**src/rtl/riscv_pkg.sv**
```systemverilog
// riscv_pkg -- shared types for the unified-memory arbiter.
//   XLEN         default data/address width
//   arb_state_t  arbiter FSM state (ARB_IDLE, ARB_WAIT)
//   arb_owner_t  which requester owns the access in flight (OWN_IF, OWN_LSU)
package riscv_pkg;

  localparam int XLEN = 32;

  typedef enum logic {
    ARB_IDLE = 1'b0,
    ARB_WAIT = 1'b1
  } arb_state_t;

  typedef enum logic {
    OWN_IF  = 1'b0,
    OWN_LSU = 1'b1
  } arb_owner_t;

endpackage

```
**src/rtl/riscv_mem_arb_perf.sv**
```systemverilog
// riscv_mem_arb_perf -- arbiter performance counters (32-bit, wrap-around).
// Only instantiated when ARB_PERF_CNT_EN is defined.
// Ports:
//   clk, rst          clock, asynchronous active-high reset (clears counters)
//   if_stall          IF is requesting but not granted this cycle
//   lsu_grant         LSU granted this cycle
//   perf_if_stall     count of if_stall cycles
//   perf_lsu_grants   count of LSU grants
module riscv_mem_arb_perf (
  input  logic        clk,
  input  logic        rst,
  input  logic        if_stall,
  input  logic        lsu_grant,
  output logic [31:0] perf_if_stall,
  output logic [31:0] perf_lsu_grants
);

  logic [1:0]  inc;
  logic [31:0] cnt_reg [2];

  assign inc = {lsu_grant, if_stall};

  genvar gi;
  generate
    for (gi = 0; gi < 2; gi++) begin : g_cnt
      always_ff @(posedge clk or posedge rst) begin
        if (rst) begin
          cnt_reg[gi] <= '0;
        end else if (inc[gi]) begin
          cnt_reg[gi] <= cnt_reg[gi] + 32'd1;
        end
      end
    end
  endgenerate

  assign perf_if_stall   = cnt_reg[0];
  assign perf_lsu_grants = cnt_reg[1];

endmodule

```
**src/rtl/riscv_mem_arbiter.sv**
```systemverilog
// riscv_mem_arbiter -- shares one single-port program/data memory between
// instruction fetch (IF) and load/store (LSU). One access in flight at a time.
// LSU has priority; after MAX_STREAK consecutive LSU wins with IF waiting, IF wins.
// Optional feature macro: ARB_PERF_CNT_EN (perf counters; tied to 0 otherwise).
// Ports:
//   clk, rst                 clock, asynchronous active-high reset
//   if_req/if_addr           IF read request, held until if_gnt
//   if_gnt/if_rvalid/if_rdata IF grant pulse, data-valid pulse, data (0 when invalid)
//   lsu_req/addr/we/wdata/be LSU request, held until lsu_gnt
//   lsu_gnt/lsu_rvalid/lsu_rdata LSU grant, completion pulse, load data (0 on store ack)
//   mem_en/we/addr/wdata/be  memory strobe and command, driven in the grant cycle
//   mem_rdata                memory read data, valid MEM_LAT cycles after mem_en
//   perf_if_stall            cycles IF requested without grant
//   perf_lsu_grants          LSU grants issued
module riscv_mem_arbiter #(
  parameter int XLEN       = riscv_pkg::XLEN,
  parameter int MEM_LAT    = 1,
  parameter int MAX_STREAK = 4
) (
  input  logic            clk,
  input  logic            rst,
  input  logic            if_req,
  input  logic [XLEN-1:0] if_addr,
  output logic            if_gnt,
  output logic            if_rvalid,
  output logic [XLEN-1:0] if_rdata,
  input  logic            lsu_req,
  input  logic [XLEN-1:0] lsu_addr,
  input  logic            lsu_we,
  input  logic [XLEN-1:0] lsu_wdata,
  input  logic [3:0]      lsu_be,
  output logic            lsu_gnt,
  output logic            lsu_rvalid,
  output logic [XLEN-1:0] lsu_rdata,
  output logic            mem_en,
  output logic            mem_we,
  output logic [XLEN-1:0] mem_addr,
  output logic [XLEN-1:0] mem_wdata,
  output logic [3:0]      mem_be,
  input  logic [XLEN-1:0] mem_rdata,
  output logic [31:0]     perf_if_stall,
  output logic [31:0]     perf_lsu_grants
);
  import riscv_pkg::*;

  localparam int LCW = (MEM_LAT < 2) ? 1 : $clog2(MEM_LAT + 1);
  localparam int SCW = (MAX_STREAK < 2) ? 1 : $clog2(MAX_STREAK + 1);

  arb_state_t     state_reg;
  arb_owner_t     owner_reg;
  logic           load_reg;     // access in flight returns data (IF or LSU load)
  logic [LCW-1:0] lat_cnt_reg;
  logic [SCW-1:0] streak_reg;

  logic done;
  logic arb_ok;
  logic starve;
  logic lsu_win;
  logic if_win;

  // Completion cycle doubles as an arbitration slot, giving one access per MEM_LAT cycles.
  assign done   = (state_reg == ARB_WAIT) && (lat_cnt_reg == LCW'(1));
  assign arb_ok = (state_reg == ARB_IDLE) || done;
  assign starve = if_req && (streak_reg == SCW'(MAX_STREAK));

  // Grants are combinational, so gate them with rst to keep every output 0 in reset.
  assign lsu_win = !rst && arb_ok && lsu_req && !starve;
  assign if_win  = !rst && arb_ok && if_req && !lsu_win;

  assign if_gnt    = if_win;
  assign lsu_gnt   = lsu_win;
  assign mem_en    = if_win || lsu_win;
  assign mem_we    = lsu_win && lsu_we;
  assign mem_addr  = lsu_win ? lsu_addr : (if_win ? if_addr : '0);
  assign mem_wdata = lsu_win ? lsu_wdata : '0;
  assign mem_be    = lsu_win ? lsu_be : (if_win ? 4'hF : 4'h0);

  assign if_rvalid  = done && (owner_reg == OWN_IF);
  assign if_rdata   = if_rvalid ? mem_rdata : '0;
  assign lsu_rvalid = done && (owner_reg == OWN_LSU);
  assign lsu_rdata  = (lsu_rvalid && load_reg) ? mem_rdata : '0;

  always_ff @(posedge clk or posedge rst) begin
    if (rst) begin
      state_reg   <= ARB_IDLE;
      owner_reg   <= OWN_IF;
      load_reg    <= 1'b0;
      lat_cnt_reg <= '0;
      streak_reg  <= '0;
    end else begin
      if (mem_en) begin
        state_reg   <= ARB_WAIT;
        owner_reg   <= lsu_win ? OWN_LSU : OWN_IF;
        load_reg    <= if_win || !lsu_we;
        lat_cnt_reg <= LCW'(MEM_LAT);
      end else if (done) begin
        state_reg   <= ARB_IDLE;
        lat_cnt_reg <= '0;
      end else if (state_reg == ARB_WAIT) begin
        lat_cnt_reg <= lat_cnt_reg - LCW'(1);
      end

      // Streak only counts LSU wins that made IF wait; any other arbitration clears it.
      if (arb_ok) begin
        if (lsu_win && if_req) begin
          if (streak_reg != SCW'(MAX_STREAK)) begin
            streak_reg <= streak_reg + SCW'(1);
          end
        end else begin
          streak_reg <= '0;
        end
      end
    end
  end

`ifdef ARB_PERF_CNT_EN
  riscv_mem_arb_perf u_perf (
    .clk             (clk),
    .rst             (rst),
    .if_stall        (if_req && !if_win),
    .lsu_grant       (lsu_win),
    .perf_if_stall   (perf_if_stall),
    .perf_lsu_grants (perf_lsu_grants)
  );
`else
  assign perf_if_stall   = 32'd0;
  assign perf_lsu_grants = 32'd0;
`endif

endmodule
```
**config.mk**
```make
export PLATFORM = sky130hd
export DESIGN_NAME = riscv_mem_arbiter
export DESIGN_NICKNAME = d
export VERILOG_FILES = /design/src/rtl/riscv_pkg.sv /design/src/rtl/riscv_mem_arb_perf.sv /design/src/rtl/riscv_mem_arbiter.sv
export SDC_FILE = /design/constraint.sdc
export NUM_CORES = 1
export LEC_CHECK = 0
export ABC_AREA = 1
export CAP_MARGIN = 20
export CORE_AREA = 2 2 132 134
export DETAILED_ROUTE_END_ITERATION = 12
export DIE_AREA = 0 0 134 136
export PLACE_DENSITY = 0.6
export SLEW_MARGIN = 20
export SYNTH_ARGS = -nofsm -noshare
export SYNTH_HDL_FRONTEND = slang
export SYNTH_SLANG_ARGS = --single-unit
```
**constraint.sdc**
```tcl
create_clock -name clk -period 4.7 [get_ports clk]
set_input_delay 0.94 -clock clk [delete_from_list [all_inputs] [get_ports clk]]
set_output_delay 0.94 -clock clk [all_outputs]
set_load 0.01 [all_outputs]
```
==> qor.csv, run 1 <==
stage,metric,value,unit
route,firstDrtPassIters,4,
pwr,comb_power_share,0.764,
critical_path,r2r_slack,2860,ps
route,totalWireLength,8.91,mm
floorplanning,dieHeight,136,um
final_layout,area_delta_synth_final,135,%
placement,dp_hpwl,7.61,mm
clocking,numCtsBuffers,3,
yosys,netlist_area,2060,um2
critical_path,crit_path_top_delay_cell,clkdlybuf4s50_1,
clocking,ctsHoldBuffers,0,
route,drc_errors,0,
pwr,ir_drop,0.113,mV
global_route,antenna_found_initial,0,
clocking,clock_latency,230,ps
global_route,grt_pass1_vias,2657,
timing,min_period_over_period,0.865,
placement,place_area,4750,um2
critical_path,path_class,in -> out,
clocking,clock-sinks,7,
yosys,ys_top_cells_by_area,"buf_4 23%, nor2_1 17%, nand2_1 16%, inv_1 14%, nand3_1 8.8%",
critical_path,critPathMaxFanout,33,
yosys,synth_cells,401,
clocking,post_cts_buffers,0,
yosys,synth-seq-cells,7,
clocking,ctsResizeCount,0,
route,wl_per_cell,10.0,um
final_layout,drive_gt1_frac,0.0301,
yosys,yosys.area.top_type,buf_4,
floorplanning,initial_utilization,0.122,
placement,place_congestion,0.728,
yosys,synthTopCellsByCount,"95 x nor2_1, 87 x nand2_1, 76 x inv_1",
floorplanning,die_area,18200,um2
route,vias,2967,
clocking,max-clock-path-buffers,2,
global_route,grt_max_degree,35,
final_layout,final_cell_area,4830,um2
pwr,power.leakage,0.00240,uW
final_layout,largest_reg_flops,3,
timing,layout_setup_ws,634,ps
yosys,async_reset_ff_frac,1.00,
pwr,p_clk_frac,0.149,
critical_path,path_common_cell,clkdlybuf4s50_1,
timing,clock_skew,1.56,ps
final_layout,num_antenna_cells,0,
final_layout,final.fill_count,1875,
timing,finalMaxSlewViolations,0,
pwr,p_seq_frac,0.087,
global_route,grt_use_total,0.0857,
yosys,synth-main-ff-cell,dfrtp_1,
yosys,synth_most_common_cell,nor2_1,
critical_path,crit_path_cell_trace,clkdlybuf4s50_1 > inv_1 > nand2_2 > nor2_4 > buf_4 > inv_2 > nor2_1 > clkdlybuf4s50_1,
global_route,gr-total-overflow,0,
route,viasPerCell,3.33,
clocking,cts_tree,built,
floorplanning,rows,48,
yosys,ys_types,22,
clocking,root_buffer,clkbuf_16,
timing,max-slew-margin-rel,0.538,
route,first_iter_violations,90,
floorplanning,num_io_pins,339,
placement,post-place-ws,576,ps
floorplanning,core_area,16900,um2
critical_path,required,3760,ps
yosys,yosysSeqAreaShare,0.0852,
critical_path,cp-end-kind,primary output,
clocking,clk_pin_slew,40,ps
timing,setup_viol,0,
global_route,grt_pass1_wl,12.8,mm
critical_path,cp_top_family,buffers and inverters,
timing,worst_slew_pin_slew,691,ps
final_layout,fin_util,0.286,
route,ant_nets,0,
critical_path,path_buf_inv,5,
critical_path,critical-path-max-stage-delay,550,ps
timing,rsz0062_at_grt,false,
critical_path,arrival,3130,ps
final_layout,num-nets-final,805,
worst_hold_path,worst_hold_path_type,reg -> reg,
pwr,power-per-cell-area,204,nW/um2
pwr,switchingPower,399,uW
timing,layout_min_cycle_time,4070,ps
final_layout,fin_cells,890,
pwr,sw_frac_of_total,0.403,
yosys,synth_edf_count,0,
clocking,htreeDepth,1,
yosys,yosysTopAreaCellShare,0.234,
flow_run,cap_violations,0,
timing,fmax,246,MHz
timing,hold_viol_final,0,
yosys,avgSynthCellArea,5.13,um2
outcome,status,"finished, final reports clean",
placement,place_inst,886,
placement,port-buffer-count,274,
timing,setup_tns,0,ps
critical_path,cp-start-kind,input port,
pwr,power.internal,590,uW
floorplanning,die_w,134,um
yosys,synth_warnings,0,
## worst paths after layout
path / from / end / cells past startpoint
worst max-delay path: rst / mem_wdata[0] / 8
worst min-delay path: streak_reg[0] / streak_reg[0] / 2
worst max register to register: streak_reg[0] / owner_reg / 8
worst min register to register: streak_reg[0] / streak_reg[0] / 2
max in group asynchronous: rst / owner_reg / 2
min in group asynchronous: rst / load_reg / 2
## layout make-up
| class | instances | area (um2) | share of cell area |
|---|---|---|---|
| Inverter | 79 | 297 | 0.0613 |
| Multi-Input combinational cell | 295 | 1210 | 0.251 |
| Clock inverter | 1 | 5.00 | 0.00104 |
| Tap cell | 225 | 282 | 0.0582 |
| Clock buffer | 3 | 75.1 | 0.0155 |
| Timing Repair Buffer | 280 | 2790 | 0.577 |
| Sequential cell | 7 | 175 | 0.0362 |
## placed cells by master (no fill, tap or decap), types with 3 or more instances in the layout
cell and instances:
inv_1 76, nand3_1 36, buf_4 6, dfrtp_1 7, clkdlybuf4s50_1 274, clkbuf_16 3
nand2_1 87, nand2_2 3, nor2_1 95, conb_1 64
## tightest hold or removal path: stages (launching register included)
cell     delay, ps
dfrtp_1        360
nand2_1         60
nand2_1         60
## cell families (layout without fill, tap and decap cells)
kind of cell / count (synthesis) / after routing / synth area share
AOI/OAI and AO/OA: 2 / 2 / 0.00608
xor gates and xnor gates: 1 / 1 / 0.00426
adders and majority gates: 2 / 2 / 0.0122
buffers and inverters: 162 / 363 / 0.440
DFF: 7 / 7 / 0.0852
other: 1 / 64 / 0.00182
and+or+nand+nor: 226 / 226 / 0.451
## power groups by stage
stage,clock (uW),sequential [uW],combinational (uW)
after detailed placement,0,86.2,766
after global placement,0,85.7,763
final,147,85.7,755
after floorplan,0,84.9,366
after CTS,149,85.8,768
after global routing,152,87.6,823
## metal layers
layer | GRT usage | vias to the layer above | routed length (um)
met5 | 0 | - | 0
met4 | 0.0124 | 0 | 58
met3 | 0.0295 | 7 | 957
met2 | 0.158 | 165 | 4490
met1 | 0.0974 | 1249 | 3410
li1 | - | 1546 | -
## metrics by stage
step	power, uW	hold WS (ps)
finish	988	512
global route	1060	538
CTS	1000	517
global placement	849	505
floorplan	450	474
detailed placement	852	504
Power figures use the tool's default switching activity.
==> run 2, diff against run 1 <==
--- a/config.mk
+++ b/config.mk
@@ -7,10 +7,10 @@
 export LEC_CHECK = 0
 export ABC_AREA = 1
 export CAP_MARGIN = 20
-export CORE_AREA = 2 2 132 134
+export CORE_AREA = 5 5 127 129
 export DETAILED_ROUTE_END_ITERATION = 12
-export DIE_AREA = 0 0 134 136
-export PLACE_DENSITY = 0.6
+export DIE_AREA = 0 0 132 134
+export PLACE_DENSITY = 0.65
 export SLEW_MARGIN = 20
 export SYNTH_ARGS = -nofsm -noshare
 export SYNTH_HDL_FRONTEND = slang
==> run 2 against run 1 <==
- via count is 0.44% lower
- count of clock-buffer cells in the layout rose by 1
- maximum frequency grew 2.4%
- hold slack worse by 7.2 ps
- sequential power about the same
- flip-flop and latch count unchanged
- non-clock buffer count unchanged
- global-route usage increased by 0.70 points
- critical path type unchanged
- die area fell by 2.9%
==> qor.csv, run 2 (same netlist as run 1, synthesis figures left out) <==
stage,metric,value,unit
clocking,post_cts_buffers,0,
route,ant_nets,0,
pwr,ir_drop,0.171,mV
final_layout,final_cell_area,4790,um2
placement,dp_hpwl,8.45,mm
floorplanning,dieHeight,134,um
clocking,ctsHoldBuffers,0,
floorplanning,die_w,132,um
clocking,ctsResizeCount,0,
placement,port-buffer-count,274,
final_layout,final_common_cell,clkdlybuf4s50_1,
clocking,cts_tree,built,
final_layout,area_delta_synth_final,133,%
flow_run,cap_violations,0,
timing,rsz0062_at_grt,false,
pwr,power.leakage,0.00240,uW
timing,layout_setup_ws,728,ps
critical_path,path_class,in -> out,
floorplanning,core_area,14900,um2
route,first_iter_violations,146,
global_route,grt_pass1_vias,2625,
placement,place_congestion,0.759,
clocking,numCtsBuffers,3,
route,viasPerCell,3.46,
final_layout,drive_gt1_frac,0.0286,
timing,max-slew-margin-rel,0.570,
final_layout,multiInputGateArea,1210,um2
timing,worst_slew_pin_slew,643,ps
clocking,clock-sinks,7,
global_route,antenna_found_initial,0,
floorplanning,num_io_pins,339,
timing,hold_viol_final,0,
worst_hold_path,worst_hold_path_type,reg -> reg,
timing,finalMaxSlewViolations,0,
route,wl_per_cell,11.5,um
final_layout,fin_util,0.321,
final_layout,final.fill_count,1605,
final_layout,largest_reg_flops,3,
critical_path,required,3760,ps
clocking,root_buffer,clkbuf_16,
critical_path,critPathMaxFanout,19,
clocking,htreeDepth,1,
floorplanning,die_area,17700,um2
final_layout,num-nets-final,805,
floorplanning,rows,45,
final_layout,register_area,175,um2
critical_path,arrival,3030,ps
floorplanning,initial_utilization,0.138,
clocking,clock_latency,230,ps
clocking,max-clock-path-buffers,2,
critical_path,cp-end-kind,primary output,
timing,setup_tns,0,ps
global_route,gr-total-overflow,0,
route,firstDrtPassIters,4,
timing,clock_skew,3.31,ps
pwr,power-per-cell-area,206,nW/um2
timing,min_period_over_period,0.845,
global_route,grt_max_degree,39,
global_route,grt_use_total,0.0927,
route,totalWireLength,9.85,mm
placement,post-place-ws,694,ps
route,vias,2954,
outcome,status,"finished, final reports clean",
critical_path,cp-start-kind,input port,
timing,setup_viol,0,
timing,layout_min_cycle_time,3970,ps
placement,place_area,4710,um2
route,drc_errors,0,
final_layout,final_cell_mix,"274 x clkdlybuf4s50_1, 95 x nor2_1, 87 x nand2_1",
timing,fmax,252,MHz
global_route,grt_pass1_wl,13.8,mm
clocking,clk_pin_slew,30,ps
final_layout,num_antenna_cells,0,
[run 2: cell types whose count changed in the layout (fill, tap and decap cells not counted)]
cell      delta
clkbuf_1     +1
clkinv_2     -1
[run 2: worst paths after layout]
check                               from            end  slack, ps  cells past startpoint
max in group asynchronous            rst  streak_reg[1]       3530                      3
min in group asynchronous            rst  streak_reg[2]       1030                      3
setup reg to reg             lat_cnt_reg      owner_reg       2960                      6
hold / removal             streak_reg[1]  streak_reg[1]        500                      2
hold reg to reg            streak_reg[1]  streak_reg[1]        500                      2
setup / recovery                     rst    mem_addr[5]        730                      8
[run 2: report_power, final]
group          internal [uW]  total, uW  switching, uW
clock                    113        143           29.9
sequential              74.7       85.6           10.9
combinational            400        757            357
[run 2: metal layers]
metal / global-route usage / up-vias / routed length, um
met5: 0 / - / 0
met4: 0.00343 / 0 / 0
met3: 0.0255 / 0 / 901
met2: 0.179 / 162 / 5130
met1: 0.107 / 1246 / 3810
li1: - / 1546 / -
[run 2: layout make-up]
class,instances,share of cell area
clock buffers,4,0.0165
repair buffers,280,0.582
inverters,79,0.0619
flip-flops and latches,7,0.0366
well taps,188,0.0491
multi-input cells,295,0.254
[run 2: critical path, stage by stage]
cell and delay, ps:
clkdlybuf4s50_1 460, inv_1 50, nand3_1 100, clkinv_1 490, buf_4 380, nand3_1 80
nand2_1 50, clkdlybuf4s50_1 480
[run 2: stage by stage]
stage                     std cells  total power [uW]  hold slack (ps)
final                           853               986              505
after detailed placement        849               851              502
after CTS                       853               999              511
after global routing            853              1050              540
after floorplan                 464               450              474
after global placement          849               848              498
==> run 3, diff against run 2 <==
--- a/config.mk
+++ b/config.mk
@@ -7,10 +7,10 @@
 export LEC_CHECK = 0
 export ABC_AREA = 1
 export CAP_MARGIN = 20
-export CORE_AREA = 5 5 127 129
+export CORE_AREA = 5 5 129 131
 export DETAILED_ROUTE_END_ITERATION = 12
-export DIE_AREA = 0 0 132 134
-export PLACE_DENSITY = 0.65
+export DIE_AREA = 0 0 134 136
+export PLACE_DENSITY = 0.63
 export SLEW_MARGIN = 20
 export SYNTH_ARGS = -nofsm -noshare
 export SYNTH_HDL_FRONTEND = slang
==> constraint.sdc (replaced) <==
create_clock -name clk -period 4.1 [get_ports clk]
set_input_delay 0.82 -clock clk [delete_from_list [all_inputs] [get_ports clk]]
set_output_delay 0.82 -clock clk [all_outputs]
set_load 0.01 [all_outputs]
==> run 3 against run 2 <==
- flip-flop and latch count unchanged
- hold slack better by 7.6 ps
- clock skew down 2.2 ps
- register-to-register slack worse by 460 ps
- critical path depth down 1
- total power up 15%
- sequential share of layout area about the same
- clock power up 15%
- via count up 0.81%
- design area up 0.37%
- count of clock-buffer cells in the layout unchanged
- largest power group unchanged
- highest routed layer is now met4
==> qor.csv, run 3 (same netlist as run 1, synthesis figures left out) <==
stage,metric,value,unit
final_layout,area_delta_synth_final,134,%
final_layout,final_common_cell,clkdlybuf4s50_1,
pwr,power-per-cell-area,236,nW/um2
pwr,sw_frac_of_total,0.402,
final_layout,final.fill_count,1693,
timing,finalMaxSlewViolations,0,
route,wl_per_cell,11.5,um
final_layout,num_antenna_cells,0,
pwr,p_clk_frac,0.145,
clocking,clock-sinks,7,
timing,max-slew-margin-rel,0.578,
global_route,antenna_found_initial,0,
clocking,cts_tree,built,
route,totalWireLength,9.87,mm
timing,setup_tns,0,ps
critical_path,cp-start-kind,input port,
final_layout,final_cell_area,4800,um2
worst_hold_path,worst_hold_path_type,reg -> reg,
flow_run,cap_violations,0,
critical_path,crit_path_end,mem_be[1],
placement,place_congestion,0.798,
timing,setup_viol,0,
placement,dp_hpwl,8.53,mm
final_layout,largest_reg_flops,3,
global_route,grt_pass1_wl,14.0,mm
floorplanning,num_io_pins,339,
clocking,max-clock-path-buffers,2,
pwr,power.total,1130,uW
global_route,grt_pass1_vias,2766,
critical_path,arrival,2730,ps
critical_path,r2r-end,load_reg,
timing,clock_skew,1.15,ps
critical_path,reg2reg_depth,9,
critical_path,critPathMaxFanout,34,
clocking,ctsHoldBuffers,0,
floorplanning,die_area,18200,um2
clocking,htreeDepth,1,
pwr,power.leakage,0.00241,uW
route,drc_errors,0,
pwr,ir_drop,0.244,mV
timing,layout_min_cycle_time,3550,ps
clocking,numCtsBuffers,3,
timing,fmax,282,MHz
critical_path,r2r_slack,2500,ps
pwr,power.internal,677,uW
critical_path,reg2reg_from,streak_reg[0],
global_route,gr-total-overflow,0,
critical_path,path_class,in -> out,
timing,rsz0062_at_grt,false,
floorplanning,core_area,15500,um2
global_route,grt_use_total,0.0925,
timing,worst_slew_pin_slew,631,ps
floorplanning,initial_utilization,0.133,
outcome,status,"finished, final reports clean",
critical_path,critPathLaunch,if_req,
clocking,clk_pin_slew,30,ps
critical_path,cp-end-kind,primary output,
final_layout,num-nets-final,805,
route,firstDrtPassIters,4,
floorplanning,die_w,134,um
clocking,root_buffer,clkbuf_16,
floorplanning,rows,46,
timing,hold_viol_final,0,
route,ant_nets,0,
placement,port-buffer-count,274,
placement,place_area,4730,um2
clocking,ctsResizeCount,0,
route,vias,2978,
pwr,switchingPower,456,uW
final_layout,final_cell_mix,"274 x clkdlybuf4s50_1, 95 x nor2_1, 87 x nand2_1",
timing,min_period_over_period,0.866,
critical_path,required,3280,ps
global_route,grt_max_degree,39,
pwr,p_seq_frac,0.087,
route,viasPerCell,3.47,
final_layout,drive_gt1_frac,0.0286,
pwr,comb_power_share,0.768,
floorplanning,dieHeight,136,um
clocking,post_cts_buffers,0,
clocking,clock_latency,230,ps
route,first_iter_violations,96,
run 3: layout make-up:
| class | count | area, um2 | share of cell area |
|---|---|---|---|
| clock buffer | 4 | 78.8 | 0.0164 |
| inverter | 79 | 297 | 0.0617 |
| multi-input combinational | 295 | 1210 | 0.253 |
| sequential | 7 | 175 | 0.0365 |
| tap | 192 | 240 | 0.0500 |
| timing repair buffer | 280 | 2800 | 0.583 |
run 3: per-layer routing:
metal | part of all wire | vias to the layer above | global-route usage
li1 | - | 1549 | -
met1 | 0.37 | 1265 | 0.106
met2 | 0.52 | 162 | 0.178
met3 | 0.11 | 2 | 0.0263
met4 | 0.0010 | 0 | 0.00514
met5 | 0 | - | 0
run 3: metrics by stage:
step	util	hold slack [ps]	worst slack (ps)	cells
5_1_grt	0.310	557	359	857
3_5_place_dp	0.305	501	549	853
4_1_cts	0.310	512	539	857
3_3_place_gp	0.305	498	560	853
6_report	0.310	512	550	857
2_1_floorplan	-	474	1610	464
run 3: worst max-delay path, stage by stage:
cell	delay, ps
clkdlybuf4s50_1	500
nand3_1	100
nand2_2	100
buf_4	330
nand2_1	200
nand2_1	120
clkdlybuf4s50_1	540
run 3: worst min-delay path by stage:
| stage | startpoint | end | slack [ps] | depth (start not counted) |
|---|---|---|---|---|
| 3_5_place_dp | streak_reg[0] | streak_reg[0] | 500 | 2 |
| 4_1_cts | streak_reg[0] | streak_reg[0] | 510 | 2 |
| 6_report | streak_reg[0] | streak_reg[0] | 510 | 2 |
| 5_1_grt | streak_reg[2] | streak_reg[2] | 560 | 2 |
| 3_3_place_gp | streak_reg[1] | streak_reg[1] | 500 | 2 |
| 2_1_floorplan | streak_reg[1] | streak_reg[1] | 470 | 2 |
run 3: power by group through the flow:
stage,logic (uW),registers (uW),clock network (uW)
6_report,870,98.1,165
5_1_grt,947,101,170
4_1_cts,886,98.5,168
3_5_place_dp,882,99.3,0
3_3_place_gp,883,99.4,0
2_1_floorplan,419,97.3,0
